### src/rtl/lcd_pkg.sv
// Shared definitions for the LCD responder.
// Holds the controller state encoding, the command code points, the DDRAM
// geometry, and the address helpers used by the top and the DDRAM.
package lcd_pkg;

    typedef enum logic [2:0] {
        ST_INIT3A = 3'd0,
        ST_INIT3B = 3'd1,
        ST_INIT3C = 3'd2,
        ST_INIT2  = 3'd3,
        ST_HI     = 3'd4,
        ST_LO     = 3'd5
    } lcd_state_e;

    localparam logic [7:0] CMD_CLR   = 8'h01;
    localparam logic [7:0] CMD_HOME  = 8'h02;
    localparam logic [7:0] CMD_ENTRY = 8'h04;
    localparam logic [7:0] CMD_DISP  = 8'h08;
    localparam logic [7:0] CMD_SETDD = 8'h80;

    localparam logic [7:0] BLANK = 8'h20;
    localparam logic [6:0] LINE2 = 7'h40;

    localparam int unsigned DDRAM_DEPTH = 32;

    // Only columns 0x0..0xF of each line exist; bits [5:4] must be clear.
    function automatic logic addr_valid(input logic [6:0] addr);
        return (addr & 7'h30) == 7'h00;
    endfunction

    // Cursor step after a data write; the two 16-cell lines form one ring.
    function automatic logic [6:0] next_cursor(input logic [6:0] addr, input logic inc);
        logic [6:0] nxt;
        if (inc) begin
            if (addr == 7'h0F) begin
                nxt = LINE2;
            end else if (addr == 7'h4F) begin
                nxt = 7'h00;
            end else begin
                nxt = addr + 7'd1;
            end
        end else begin
            if (addr == 7'h00) begin
                nxt = 7'h4F;
            end else if (addr == LINE2) begin
                nxt = 7'h0F;
            end else begin
                nxt = addr - 7'd1;
            end
        end
        return nxt;
    endfunction

endpackage

### src/rtl/lcd_ddram.sv
// 32 x 8 display data RAM.
// Ports: clk_i/rst_i (sync, active-high, clears only the read register),
//        we_i/waddr_i/wdata_i write port, raddr_i/rdata_o registered read.
// Addresses use the HD44780 map; cell index = {addr[6], addr[3:0]}.
// A write and a read to the same cell in one cycle returns the new byte.
module lcd_ddram
    import lcd_pkg::*;
(
    input  logic       clk_i,
    input  logic       rst_i,
    input  logic       we_i,
    input  logic [6:0] waddr_i,
    input  logic [7:0] wdata_i,
    input  logic [6:0] raddr_i,
    output logic [7:0] rdata_o
);

    logic [7:0] mem_q [DDRAM_DEPTH];
    logic [7:0] rdata_q;
    logic [4:0] widx_s;
    logic [4:0] ridx_s;
    logic       unused_addr_bits_s;

    assign widx_s = {waddr_i[6], waddr_i[3:0]};
    assign ridx_s = {raddr_i[6], raddr_i[3:0]};
    // Bits [5:4] do not select storage.
    assign unused_addr_bits_s = ^{waddr_i[5:4], raddr_i[5:4]};

    // Write port.
    always_ff @(posedge clk_i) begin
        if (we_i) begin
            mem_q[widx_s] <= wdata_i;
        end
    end

    // Registered read port with write-through on address collision.
    always_ff @(posedge clk_i) begin
        if (rst_i) begin
            rdata_q <= 8'h00;
        end else if (we_i && (widx_s == ridx_s)) begin
            rdata_q <= wdata_i;
        end else begin
            rdata_q <= mem_q[ridx_s];
        end
    end

    assign rdata_o = rdata_q;

endmodule

### src/rtl/lcd_responder.sv
// Emulates the LCD side of a 4-bit HD44780 bus.
// Inputs : clk, rst (sync, active-high), sf_e/e/rs/rw strobes, nibble {d,c,b,a},
//          rd_addr DDRAM inspection address.
// Outputs: rd_char (1-cycle latency), cmd_valid/cmd_byte, data_valid/data_byte
//          pulses, cursor, display_on, init_done, busy, sticky err_rs/err_busy/err_addr.
// A strobe is the falling edge of e while sf_e=1 and rw=0. After reset, and on
// the clear command, the RAM is blanked over 32 cycles with busy high.
module lcd_responder
    import lcd_pkg::*;
(
    input  logic       clk,
    input  logic       rst,
    input  logic       sf_e,
    input  logic       e,
    input  logic       rs,
    input  logic       rw,
    input  logic       d,
    input  logic       c,
    input  logic       b,
    input  logic       a,
    input  logic [6:0] rd_addr,
    output logic [7:0] rd_char,
    output logic       cmd_valid,
    output logic [7:0] cmd_byte,
    output logic       data_valid,
    output logic [7:0] data_byte,
    output logic [6:0] cursor,
    output logic       display_on,
    output logic       init_done,
    output logic       busy,
    output logic       err_rs,
    output logic       err_busy,
    output logic       err_addr
);

    localparam logic [4:0] CLR_LAST = 5'(DDRAM_DEPTH - 1);

    lcd_state_e state_q, state_d;
    logic       e_q;
    logic [3:0] hi_nib_q, hi_nib_d;
    logic       hi_rs_q, hi_rs_d;
    logic [6:0] cursor_q, cursor_d;
    logic       inc_q, inc_d;
    logic       disp_q, disp_d;
    logic       init_done_q, init_done_d;
    logic       clr_q, clr_d;
    logic [4:0] clr_cnt_q, clr_cnt_d;
    logic       cmd_valid_q, cmd_valid_d;
    logic [7:0] cmd_byte_q, cmd_byte_d;
    logic       data_valid_q, data_valid_d;
    logic [7:0] data_byte_q, data_byte_d;
    logic       err_rs_q, err_rs_d;
    logic       err_busy_q, err_busy_d;
    logic       err_addr_q, err_addr_d;

    logic       strobe_s;
    logic [3:0] nib_s;
    logic [7:0] byte_s;
    logic       we_s;
    logic [6:0] waddr_s;
    logic [7:0] wdata_s;

    assign strobe_s = e_q && !e && sf_e && !rw;
    assign nib_s    = {d, c, b, a};
    assign byte_s   = {hi_nib_q, nib_s};

    // Next-state: blanking sequencer, init handshake, nibble pairing, command/data decode.
    always_comb begin
        state_d      = state_q;
        hi_nib_d     = hi_nib_q;
        hi_rs_d      = hi_rs_q;
        cursor_d     = cursor_q;
        inc_d        = inc_q;
        disp_d       = disp_q;
        init_done_d  = init_done_q;
        clr_d        = clr_q;
        clr_cnt_d    = clr_cnt_q;
        cmd_valid_d  = 1'b0;
        cmd_byte_d   = cmd_byte_q;
        data_valid_d = 1'b0;
        data_byte_d  = data_byte_q;
        err_rs_d     = err_rs_q;
        err_busy_d   = err_busy_q;
        err_addr_d   = err_addr_q;
        we_s         = 1'b0;
        waddr_s      = cursor_q;
        wdata_s      = BLANK;

        if (clr_q) begin
            // Walk cells 0x00..0x0F then 0x40..0x4F.
            we_s      = 1'b1;
            waddr_s   = {clr_cnt_q[4], 2'b00, clr_cnt_q[3:0]};
            wdata_s   = BLANK;
            clr_cnt_d = clr_cnt_q + 5'd1;
            if (clr_cnt_q == CLR_LAST) begin
                clr_d    = 1'b0;
                cursor_d = 7'h00;
                inc_d    = 1'b1;
            end else begin
                clr_d = 1'b1;
            end
        end else begin
            clr_cnt_d = 5'd0;
        end

        if (strobe_s && clr_q) begin
            err_busy_d = 1'b1;
        end else if (strobe_s) begin
            case (state_q)
                ST_INIT3A: begin
                    if (!rs && (nib_s == 4'h3)) state_d = ST_INIT3B;
                    else                        state_d = state_q;
                end
                ST_INIT3B: begin
                    if (!rs && (nib_s == 4'h3)) state_d = ST_INIT3C;
                    else                        state_d = state_q;
                end
                ST_INIT3C: begin
                    if (!rs && (nib_s == 4'h3)) state_d = ST_INIT2;
                    else                        state_d = state_q;
                end
                ST_INIT2: begin
                    if (!rs && (nib_s == 4'h2)) begin
                        state_d     = ST_HI;
                        init_done_d = 1'b1;
                    end else begin
                        state_d = state_q;
                    end
                end
                ST_HI: begin
                    hi_nib_d = nib_s;
                    hi_rs_d  = rs;
                    state_d  = ST_LO;
                end
                ST_LO: begin
                    state_d = ST_HI;
                    if (rs != hi_rs_q) begin
                        err_rs_d = 1'b1;
                    end else if (!rs) begin
                        cmd_valid_d = 1'b1;
                        cmd_byte_d  = byte_s;
                        // Highest set bit selects the command.
                        if ((byte_s & CMD_SETDD) != 8'h00) begin
                            cursor_d = byte_s[6:0];
                        end else if (byte_s[7:3] == CMD_DISP[7:3]) begin
                            disp_d = byte_s[2];
                        end else if (byte_s[7:2] == CMD_ENTRY[7:2]) begin
                            inc_d = byte_s[1];
                        end else if (byte_s[7:1] == CMD_HOME[7:1]) begin
                            cursor_d = 7'h00;
                        end else if (byte_s == CMD_CLR) begin
                            clr_d     = 1'b1;
                            clr_cnt_d = 5'd0;
                        end else begin
                            cmd_byte_d = byte_s;
                        end
                    end else if (addr_valid(cursor_q)) begin
                        we_s         = 1'b1;
                        waddr_s      = cursor_q;
                        wdata_s      = byte_s;
                        data_valid_d = 1'b1;
                        data_byte_d  = byte_s;
                        cursor_d     = next_cursor(cursor_q, inc_q);
                    end else begin
                        err_addr_d = 1'b1;
                    end
                end
                default: begin
                    state_d = ST_INIT3A;
                end
            endcase
        end else begin
            state_d = state_q;
        end
    end

    // State and output registers; reset also arms the power-on blanking.
    always_ff @(posedge clk) begin
        if (rst) begin
            state_q      <= ST_INIT3A;
            e_q          <= 1'b0;
            hi_nib_q     <= 4'h0;
            hi_rs_q      <= 1'b0;
            cursor_q     <= 7'h00;
            inc_q        <= 1'b1;
            disp_q       <= 1'b0;
            init_done_q  <= 1'b0;
            clr_q        <= 1'b1;
            clr_cnt_q    <= 5'd0;
            cmd_valid_q  <= 1'b0;
            cmd_byte_q   <= 8'h00;
            data_valid_q <= 1'b0;
            data_byte_q  <= 8'h00;
            err_rs_q     <= 1'b0;
            err_busy_q   <= 1'b0;
            err_addr_q   <= 1'b0;
        end else begin
            state_q      <= state_d;
            e_q          <= e;
            hi_nib_q     <= hi_nib_d;
            hi_rs_q      <= hi_rs_d;
            cursor_q     <= cursor_d;
            inc_q        <= inc_d;
            disp_q       <= disp_d;
            init_done_q  <= init_done_d;
            clr_q        <= clr_d;
            clr_cnt_q    <= clr_cnt_d;
            cmd_valid_q  <= cmd_valid_d;
            cmd_byte_q   <= cmd_byte_d;
            data_valid_q <= data_valid_d;
            data_byte_q  <= data_byte_d;
            err_rs_q     <= err_rs_d;
            err_busy_q   <= err_busy_d;
            err_addr_q   <= err_addr_d;
        end
    end

    lcd_ddram u_ddram (
        .clk_i   (clk),
        .rst_i   (rst),
        .we_i    (we_s),
        .waddr_i (waddr_s),
        .wdata_i (wdata_s),
        .raddr_i (rd_addr),
        .rdata_o (rd_char)
    );

    assign cmd_valid  = cmd_valid_q;
    assign cmd_byte   = cmd_byte_q;
    assign data_valid = data_valid_q;
    assign data_byte  = data_byte_q;
    assign cursor     = cursor_q;
    assign display_on = disp_q;
    assign init_done  = init_done_q;
    assign busy       = clr_q;
    assign err_rs     = err_rs_q;
    assign err_busy   = err_busy_q;
    assign err_addr   = err_addr_q;

endmodule
### config.mk
export PLATFORM = sky130hd
export DESIGN_NAME = lcd_responder
export DESIGN_NICKNAME = d
export VERILOG_FILES = /design/src/rtl/lcd_pkg.sv /design/src/rtl/lcd_ddram.sv /design/src/rtl/lcd_responder.sv
export SDC_FILE = /design/constraint.sdc
export NUM_CORES = 1
export LEC_CHECK = 0
export ABC_CLOCK_PERIOD_IN_PS = 6310
export CAP_MARGIN = 5
export CELL_PAD_IN_SITES_DETAIL_PLACEMENT = 2
export CELL_PAD_IN_SITES_GLOBAL_PLACEMENT = 2
export CORE_ASPECT_RATIO = 0.75
export CORE_UTILIZATION = 48
export CTS_CLUSTER_DIAMETER = 150
export DETAILED_ROUTE_END_ITERATION = 8
export PLACE_DENSITY_LB_ADDON = 0.1
export SLEW_MARGIN = 10
export SYNTH_ARGS = -nofsm -noshare
export SYNTH_HDL_FRONTEND = slang
export SYNTH_SLANG_ARGS = --single-unit
export TNS_END_PERCENT = 30
### constraint.sdc
create_clock -name clk -period 6.31 [get_ports clk]
set_clock_uncertainty 0.2 [all_clocks]
set_input_delay 1.262 -clock clk [delete_from_list [all_inputs] [get_ports clk]]
set_output_delay 1.262 -clock clk [all_outputs]
set_load 0.01 [all_outputs]
==> summary.txt, run 1 <==
Critical path
  • Reg2reg end: u_ddram.mem_q[22][1]
  • Worst path required time: 6.29 ns
  • CP Max Fanout: 10
  • Critical path endpoint category: flop
  • Worst r2r path cells: 7
  • Worst EP arrival: 5.09 ns
  • Crit Path Category: input port to flop
  • Critical R2R Launch: hi_rs_q
  • Internal reg-to-reg setup slack: 2.36 ns
  • CP startpoint kind: input port

Synth
  • Asr flop ratio synth: 0
  • Mapped Area: 12,840 um2
  • Synth Flop Type: edfxtp_1
  • Post-synth EDFFs: 256
  • Synth warnings: 0
  • Syn_area_per_cell: 15.77 um2
  • Synth Net Count: 836
  • Flops & latches, synth: 310
  • Netlist cell types: 70
  • Register area share after synthesis: 0.6831
  • Mapped Cells: 814

Die
  • FP Rows: 51
  • Core box area: 26,100 um2
  • Initial core utilization: 0.4918
  • Chip width: 190.8 um
  • Die Span Y: 143.6 um
  • Number of top-level pins: 56
  • Full die area: 27,410 um2

CTS
  • Clock sinks: 310
  • H-tree depth: 1
  • CTS root buffer: clkbuf_16
  • Hold buffer count at CTS: 0
  • Clk slew on worst S/H paths: 0.06 ns
  • Worst-case clock buffer depth: 3
  • CTS resizes: 0
  • Inserted Clock Buffers: 31
  • Post-CTS setup buffers: 0
  • Clock latency on the worst-skew pair: 0.56 ns
  • CTS tree: built

Drt
  • Post-DRT Antenna Nets: 0
  • Via-per-instance ratio: 6.298
  • Vias: 7,772
  • Wire per inst: 32.30 um
  • Pre-Repair DR Iteration Count: 5
  • DRC Markers: 0
  • Initial DRC Count: 635
  • Final wirelength: 39,860 um

Layout
  • Layout cells sized above 1: 0.1584
  • Filler Cells Inserted: 2,271
  • Final Util: 0.5609
  • Cell area after layout: 14,640 um2
  • Fin nets: 889
  • Ant. Diodes: 0
  • Area Growth Syn to Fin: 14.04%

Timing
  • # setup viols final: 0
  • FMAX: 195.9 MHz
  • RSZ-0062 raised after global routing: false
  • Tcrit/Tclk final: 0.8089
  • Max Slew Vio Count: 0
  • Worst slew margin: 0.2030
  • Tmin final: 5.104 ns
  • Slew @ Worst Pin: 1.194 ns
  • Post-route setup TNS: 0 ns
  • Final hold vios: 0

Global routing
  • GRT Resource Usage Total: 0.3014
  • Largest net degree at the start of global routing: 55
  • First-pass GRT wire length: 58,660 um
  • Initial antenna violation count: 0
  • Total gr overflow: 0
  • Vias in the first global route: 8,379

Min path
  • Hold path depth: 2
  • Worst Hold End: err_addr
  • HP Class: flop to flop
  • Hold path start: err_addr

Power and ir drop
  • Peak VDD IR: 0.0002502 V
  • Power Total: 4249 uW
  • Lkg Pwr: 0.005076 uW
  • Total power per unit cell area: 290.3 nW/um2

Placed design
  • Half-perimeter wire length after placement: 26,130 um
  • Port buffer count: 53
  • Gpl congestion: 0.8303
  • DP Area: 13,660 um2

Status
  • Outcome: completed

Job
  • Max-cap violations: 0
==> registers in the layout (all words and copies together) (netlist names) <==
name and count:
busy 1, clr_cnt_q 5, cmd_byte 8, cmd_valid 1
cursor 7, data_byte 8, data_valid 1, display_on 1
e_q 1, err_addr 1, err_busy 1, err_rs 1
hi_nib_q 4, hi_rs_q 1, inc_q 1, init_done 1
state_q 3, u_ddram.mem_q 256, u_ddram.rdata_o 8
==> cell type report <==
type	count	area, um2	share of cell area
flip-flops and latches	310	8768	0.5990
inverters	19	71.32	0.004872
repair buffers	74	675.6	0.04616
clock inverters	10	105.1	0.007180
clock buffers	46	872.1	0.05958
well taps	344	430.4	0.02940
multi-input cells	431	3715	0.2538
==> Yosys cell counts, drive strengths merged, types with 6 or more instances <==
master	number	area, um2
mux2i	60	600.6
inv	19	71.32
mux2	9	101.4
clkbuf	32	120.1
nor2	76	285.3
o21ai	12	60.06
o211ai	8	60.06
a31oi	6	37.54
a21oi	24	120.1
xnor2	7	61.31
a211oi	17	157.6
nor2b	6	37.54
edfxtp	256	7687
nand2	52	195.2
nand3	11	55.05
nor4	8	65.06
buf	22	161.4
mux4	49	1104
and3	6	37.54
dfxtp	54	1081
==> kinds of logic after synthesis <==
logic type,synth area share
fa+ha+maj,0.004874
flops,0.6831
xor+xnor,0.007505
simple gates,0.07077
compound gates,0.06560
mux,0.1407
buf+inv,0.02749
==> worst max-delay path, stage by stage <==
cell and delay (ns):
clkdlybuf4s50_1 0.45, buf_4 0.18, inv_1 0.14, ha_1 0.43, or3_1 0.41, nor4_1 0.68
a22o_1 0.27, nand2_1 0.40, nor2_1 0.85
==> metrics by stage <==
step	std cells	worst slack, ns	hold slack (ns)
6_report	1234	1.206	0.2567
2_1_floorplan	814	2.232	0.2409
5_1_grt	1234	1.082	0.2956
4_1_cts	1234	1.295	0.2626
3_3_place_gp	1178	0.9472	0.2357
3_5_place_dp	1178	0.7659	0.2540
==> how the worst max path moves through the flow <==
stage | start | slack [ns] | cells after the start | end
finish | rs | 1.21 | 9 | u_ddram.mem_q[22][1]
global route | rs | 1.08 | 9 | u_ddram.mem_q[22][0]
CTS | rs | 1.29 | 9 | u_ddram.mem_q[22][1]
detailed placement | rs | 0.77 | 9 | u_ddram.mem_q[12][1]
global placement | rs | 0.95 | 9 | u_ddram.mem_q[30][1]
floorplan | rs | 2.23 | 8 | u_ddram.mem_q[10][0]
==> per-layer routing <==
metal	wire (um)	track usage	vias to the layer above	share of wire
li1	-	-	3269	-
met1	17010	0.4200	4141	0.43
met2	19410	0.4994	308	0.49
met3	2536	0.04664	54	0.064
met4	899	0.07158	0	0.023
met5	0	0	-	0
==> where the power goes <==
part / switching (uW) / total, uW / internal (uW)
Clock: 779 / 1810 / 1030
Sequential: 13.0 / 2220 / 2210
Combinational: 136 / 216 / 79.1
Total: 928 / 4250 / 3320
==> layout by cell type, fill, tap and decap left out, types with 17 or more instances in the layout <==
master and count:
a21oi_1 24, buf_4 22, clkbuf_16 31, clkdlybuf4s50_1 50
dfxtp_1 54, edfxtp_1 256, inv_1 17, mux2i_1 60
mux4_2 49, nand2_1 52, nor2_1 76
(Power assumes the default switching activity.)
==> run 2: changes to the inputs <==
--- a/config.mk
+++ b/config.mk
@@ -5,12 +5,12 @@
 export SDC_FILE = /design/constraint.sdc
 export NUM_CORES = 1
 export LEC_CHECK = 0
-export ABC_CLOCK_PERIOD_IN_PS = 6310
+export ABC_CLOCK_PERIOD_IN_PS = 5000
 export CAP_MARGIN = 5
 export CELL_PAD_IN_SITES_DETAIL_PLACEMENT = 2
 export CELL_PAD_IN_SITES_GLOBAL_PLACEMENT = 2
 export CORE_ASPECT_RATIO = 0.75
-export CORE_UTILIZATION = 48
+export CORE_UTILIZATION = 45
 export CTS_CLUSTER_DIAMETER = 150
 export DETAILED_ROUTE_END_ITERATION = 8
 export PLACE_DENSITY_LB_ADDON = 0.1
==> constraint.sdc (replaced) <==
create_clock -name clk -period 5 [get_ports clk]
set_clock_uncertainty 0.2 [all_clocks]
set_input_delay 1 -clock clk [delete_from_list [all_inputs] [get_ports clk]]
set_output_delay 1 -clock clk [all_outputs]
set_load 0.01 [all_outputs]
==> run 2 against run 1 <==
Critical path depth is 1 higher. Power increased by 28%. Cell count grew 6.6%. Combinational power is 31% higher. Sequential cell count unchanged. Wire length shrank 4.7%. Utilization fell by 2.4 points. Clock power is 30% higher. Register-to-register slack worse by 0.55 ns. Sequential power is 26% higher. Setup slack worse by 0.071 ns. Critical path type unchanged. Critical endpoint is now u_ddram.mem_q[9][7]. Largest power group unchanged.
==> summary.txt, run 2 (synthesis gave the netlist of run 1 again) <==
Layout
  • Register area: 8768 um2
  • Filler Cells Inserted: 2,486
  • Fin nets: 928
  • Multi-input gate area: 3715 um2
  • Most common cell after layout, fill and taps aside: edfxtp_1
  • Ant. Diodes: 0
  • Commonest non-fill, non-tap cells in the layout: 256 x edfxtp_1, 76 x nor2_1, 60 x mux2i_1
  • Layout cells sized above 1: 0.2041
  • Max FFs per register: 256
  • Area Growth Syn to Fin: 17.33%
  • Finished Layout Cells: 1,316
  • Most flop-heavy register: u_ddram.mem_q

Timing
  • Tmin final: 3.864 ns
  • Setup ws final: 1.136 ns
  • Final hold vios: 0
  • Post-route setup TNS: 0 ns
  • Max Slew Vio Count: 0
  • FMAX: 258.8 MHz
  • # setup viols final: 0
  • Slew @ Worst Pin: 0.9636 ns
  • Worst slew margin: 0.3567
  • Tcrit/Tclk final: 0.7729
  • RSZ-0062 raised after global routing: false

CTS
  • H-tree depth: 1
  • Hold buffer count at CTS: 0
  • Clock latency on the worst-skew pair: 0.58 ns
  • Clk slew on worst S/H paths: 0.07 ns
  • Inserted Clock Buffers: 31
  • CTS resizes: 0
  • CTS root buffer: clkbuf_16
  • CTS tree: built
  • Post-CTS setup buffers: 0
  • Clock sinks: 310
  • Worst-case clock buffer depth: 3

Critical path
  • CP startpoint kind: input port
  • CP max stage cell: clkdlybuf4s50_1
  • Delay of the slowest critical-path stage: 0.48 ns
  • Crit path top cell by count: buf_4
  • Worst path required time: 5.07 ns
  • CP Max Fanout: 8
  • CP Cell Sequence: clkdlybuf4s50_1 -> inv_1 -> ha_1 -> or3_1 -> nor4_1 -> buf_4 -> o2bb2ai_1 -> nand2_1 -> nor2_1 -> buf_4
  • Critical path endpoint category: flop
  • Crit Path Category: input port to flop
  • Worst EP arrival: 3.94 ns

Power and ir drop
  • Peak VDD IR: 0.0003457 V
  • Total power per unit cell area: 361.7 nW/um2
  • Power Total: 5448 uW
  • Lkg Pwr: 0.005321 uW

Placed design
  • Inst Count DP: 1,258
  • Port buffer count: 53
  • Pre-CTS WS: 0.6264 ns
  • Half-perimeter wire length after placement: 25,230 um
  • Gpl congestion: 0.8333

Drt
  • Wire per inst: 28.87 um
  • Initial DRC Count: 551
  • Vias: 7,735
  • Final wirelength: 37,990 um
  • Pre-Repair DR Iteration Count: 5
  • DRC Markers: 0
  • Post-DRT Antenna Nets: 0
  • Via-per-instance ratio: 5.878

Die
  • Full die area: 29,210 um2
  • Core box area: 28,050 um2
  • Die Span Y: 148.3 um
  • Number of top-level pins: 56
  • FP Rows: 53
  • Initial core utilization: 0.4576
  • Chip width: 197.0 um

Global routing
  • Initial antenna violation count: 0
  • GRT Resource Usage Total: 0.2690
  • Total gr overflow: 0
  • Vias in the first global route: 8,406
  • Largest net degree at the start of global routing: 45
  • First-pass GRT wire length: 56,310 um

Status
  • Outcome: completed

Job
  • Max-cap violations: 0

Min path
  • HP Class: flop to flop
run 2: cell types whose count changed in the layout (fill, tap and decap cells not counted), sizes merged:
cell and delta:
clkinvlp +2, clkbuf -6, clkinv +6, buf +39
run 2: metal layers:
metal,up-vias,global-route usage,wire [um]
met5,-,0,0
met3,52,0.03469,1643
met2,193,0.4334,17980
met4,0,0.06822,846
met1,4132,0.3896,17520
li1,3358,-,-
run 2: cell type report:
type / instances / area share
Sequential cell: 310 / 0.5822
Multi-Input combinational cell: 431 / 0.2467
Timing Repair Buffer: 113 / 0.06596
Clock buffer: 40 / 0.05790
Tap cell: 385 / 0.03198
Clock inverter: 18 / 0.01055
Inverter: 19 / 0.004735
run 2: final timing paths:
kind / from / end / slack (ns) / cells after the start
worst min register to register: err_addr / err_addr / 0.25 / 2
worst max register to register: hi_rs_q / u_ddram.mem_q[9][7] / 1.81 / 9
worst max-delay path: rs / u_ddram.mem_q[9][7] / 1.14 / 10
worst min-delay path: err_addr / err_addr / 0.25 / 2
run 2: power by group:
part           total, uW  internal [uW]  switching, uW
Sequential          2800           2790           15.6
Clock               2360           1340           1030
Combinational        284            112            172
Total               5450           4230           1210
run 2: worst max-delay path: cells and delay by family:
family                   cells  cell delay (ns)
AND/OR/NAND/NOR              4             1.33
buffers and inverters        4             1.03
adder cells (fa/ha/maj)      1             0.42
AO/OA/AOI/OAI                1             0.15
run 2: per-stage QoR:
stage | instance area [um2] | hold slack [ns] | utilization
CTS | 15060 | 0.2597 | 0.5369
floorplan | 12840 | 0.2409 | -
detailed placement | 14030 | 0.2498 | 0.5002
finish | 15060 | 0.2541 | 0.5369
global route | 15060 | 0.2918 | 0.5369
global placement | 14030 | 0.2337 | 0.5002
==> run 3: changes to the inputs <==
--- a/config.mk
+++ b/config.mk
@@ -5,12 +5,12 @@
 export SDC_FILE = /design/constraint.sdc
 export NUM_CORES = 1
 export LEC_CHECK = 0
-export ABC_CLOCK_PERIOD_IN_PS = 5000
+export ABC_CLOCK_PERIOD_IN_PS = 3500
 export CAP_MARGIN = 5
 export CELL_PAD_IN_SITES_DETAIL_PLACEMENT = 2
 export CELL_PAD_IN_SITES_GLOBAL_PLACEMENT = 2
 export CORE_ASPECT_RATIO = 0.75
-export CORE_UTILIZATION = 45
+export CORE_UTILIZATION = 41
 export CTS_CLUSTER_DIAMETER = 150
 export DETAILED_ROUTE_END_ITERATION = 8
 export PLACE_DENSITY_LB_ADDON = 0.1
==> constraint.sdc (replaced) <==
create_clock -name clk -period 3.5 [get_ports clk]
set_clock_uncertainty 0.2 [all_clocks]
set_input_delay 0.7 -clock clk [delete_from_list [all_inputs] [get_ports clk]]
set_output_delay 0.7 -clock clk [all_outputs]
set_load 0.01 [all_outputs]
==> run 3 against run 2 <==
Cell count up 2.4%. Setup slack got worse by 0.79 ns. Clock power increased by 46%. Wire length grew 1.1%. Combinational power grew 51%. Sequential share of layout area down 1.3 points. Non-clock buffer count rose by 19. Die area rose by 9.6%. Global-route usage shrank 2.0 points. Sequential power increased by 43%. Sequential cell count did not move. Critical path type unchanged. Largest cell class unchanged. Highest routed layer unchanged.
==> summary.txt, run 3 (synthesis gave the netlist of run 1 again) <==
Critical path
  • Reg2reg end: u_ddram.rdata_o[6]
  • CP max stage cell: clkdlybuf4s50_1
  • Worst setup startpoint: rs
  • Critical path endpoint category: flop
  • Critical R2R Launch: busy
  • Worst EP arrival: 3.22 ns
  • Crit Path Category: input port to flop
  • CP Max Fanout: 8
  • Crit path top cell by count: buf_4
  • Critical Path End: u_ddram.mem_q[22][1]
  • CP startpoint kind: input port
  • Worst r2r path cells: 6
  • CP Cell Sequence: clkdlybuf4s50_1 -> inv_1 -> ha_1 -> or3_1 -> nor4_1 -> buf_4 -> a22o_1 -> nand2_1 -> buf_12 -> nor2_1 -> buf_4
  • Delay of the slowest critical-path stage: 0.52 ns
  • Worst path required time: 3.57 ns
  • Internal reg-to-reg setup slack: 0.50 ns

Timing
  • Tcrit/Tclk final: 0.9011
  • Tmin final: 3.154 ns
  • Worst slew margin: 0.4398
  • Max Slew Vio Count: 0
  • Slew @ Worst Pin: 0.8372 ns
  • Final hold vios: 0
  • FMAX: 317.1 MHz
  • RSZ-0062 raised after global routing: false
  • # setup viols final: 0

Layout
  • Final Util: 0.5051
  • Area Growth Syn to Fin: 19.95%
  • Layout cells sized above 1: 0.2129
  • Commonest non-fill, non-tap cells in the layout: 256 x edfxtp_1, 76 x nor2_1, 65 x buf_4
  • Most common cell after layout, fill and taps aside: edfxtp_1
  • Register area: 8768 um2
  • Multi-input gate area: 3715 um2
  • Fin nets: 947
  • Most flop-heavy register: u_ddram.mem_q
  • Finished Layout Cells: 1,348
  • Cell area after layout: 15,400 um2
  • Max FFs per register: 256
  • Filler Cells Inserted: 2,723
  • Ant. Diodes: 0

CTS
  • Clock sinks: 310
  • Inserted Clock Buffers: 31
  • Post-CTS setup buffers: 0
  • CTS tree: built
  • Clk slew on worst S/H paths: 0.07 ns
  • Clock latency on the worst-skew pair: 0.57 ns
  • CTS resizes: 0
  • Hold buffer count at CTS: 0
  • H-tree depth: 1
  • Worst-case clock buffer depth: 3
  • CTS root buffer: clkbuf_16

Global routing
  • GRT Resource Usage Total: 0.2492
  • Initial antenna violation count: 1
  • Vias in the first global route: 8,404
  • Total gr overflow: 0
  • First-pass GRT wire length: 57,130 um
  • Largest net degree at the start of global routing: 48

Die
  • FP Rows: 55
  • Full die area: 32,030 um2
  • Chip width: 206.3 um
  • Initial core utilization: 0.4211
  • Die Span Y: 155.2 um
  • Number of top-level pins: 56
  • Core box area: 30,490 um2

Status
  • Outcome: completed

Drt
  • Via-per-instance ratio: 5.768
  • DRC Markers: 0
  • Wire per inst: 28.49 um
  • Post-DRT Antenna Nets: 0
  • Final wirelength: 38,410 um
  • Initial DRC Count: 613
  • Pre-Repair DR Iteration Count: 5
  • Vias: 7,775

Min path
  • HP Class: flop to flop

Placed design
  • DP Area: 14,350 um2
  • Half-perimeter wire length after placement: 26,210 um
  • Inst Count DP: 1,291
  • Gpl congestion: 0.8264
  • Port buffer count: 53

Job
  • Max-cap violations: 0

Power and ir drop
  • Lkg Pwr: 0.005463 uW
  • Total power per unit cell area: 511.8 nW/um2
  • Peak VDD IR: 0.0003239 V
  • Power Total: 7880 uW
-- run 3: routing by layer --
layer | vias to the layer above | routed length [um] | global-route usage
met2 | 204 | 17140 | 0.3736
met1 | 4122 | 18510 | 0.3808
met3 | 57 | 1884 | 0.03645
met5 | - | 0 | 0
li1 | 3392 | - | -
met4 | 0 | 880 | 0.05952
-- run 3: per-stage QoR --
stage / TNS, ns / hold WS (ns) / setup WS, ns
6_report: 0 / 0.2577 / 0.3462
3_5_place_dp: -36.93 / 0.2495 / -0.2070
5_1_grt: 0 / 0.2881 / 0.1740
4_1_cts: 0 / 0.2609 / 0.3232
2_1_floorplan: -2.470 / 0.2409 / -0.01628
3_3_place_gp: -19.42 / 0.2386 / -0.1181
-- run 3: cell type report --
type                            count  share of cell area
Inverter                           19            0.004632
Clock buffer                       41             0.05615
Tap cell                          399             0.03242
Multi-Input combinational cell    431              0.2413
Clock inverter                     16             0.01170
Sequential cell                   310              0.5695
Timing Repair Buffer              132             0.08435
-- run 3: critical path: cells and delay by family --
kind | cells | cell delay, ns
buffers and inverters | 5 | 1.19
AND/OR/NAND/NOR | 4 | 0.87
adder cells (fa/ha/maj) | 1 | 0.31
AO/OA/AOI/OAI | 1 | 0.15
-- run 3: report_power, final --
part | total [uW] | internal, uW | switching [uW]
Clock | 3450 | 2020 | 1430
Combinational | 429 | 175 | 255
Sequential | 4000 | 3980 | 20.6
-- run 3: worst min-delay path by stage --
stage	startpoint	end	slack, ns	depth (start not counted)
final	err_addr	err_addr	0.26	2
after CTS	err_addr	err_addr	0.26	2
after detailed placement	err_addr	err_addr	0.25	2
after floorplan	clr_cnt_q[0]	clr_cnt_q[0]	0.24	1
after global placement	err_addr	err_addr	0.24	2
after global routing	init_done	init_done	0.29	2
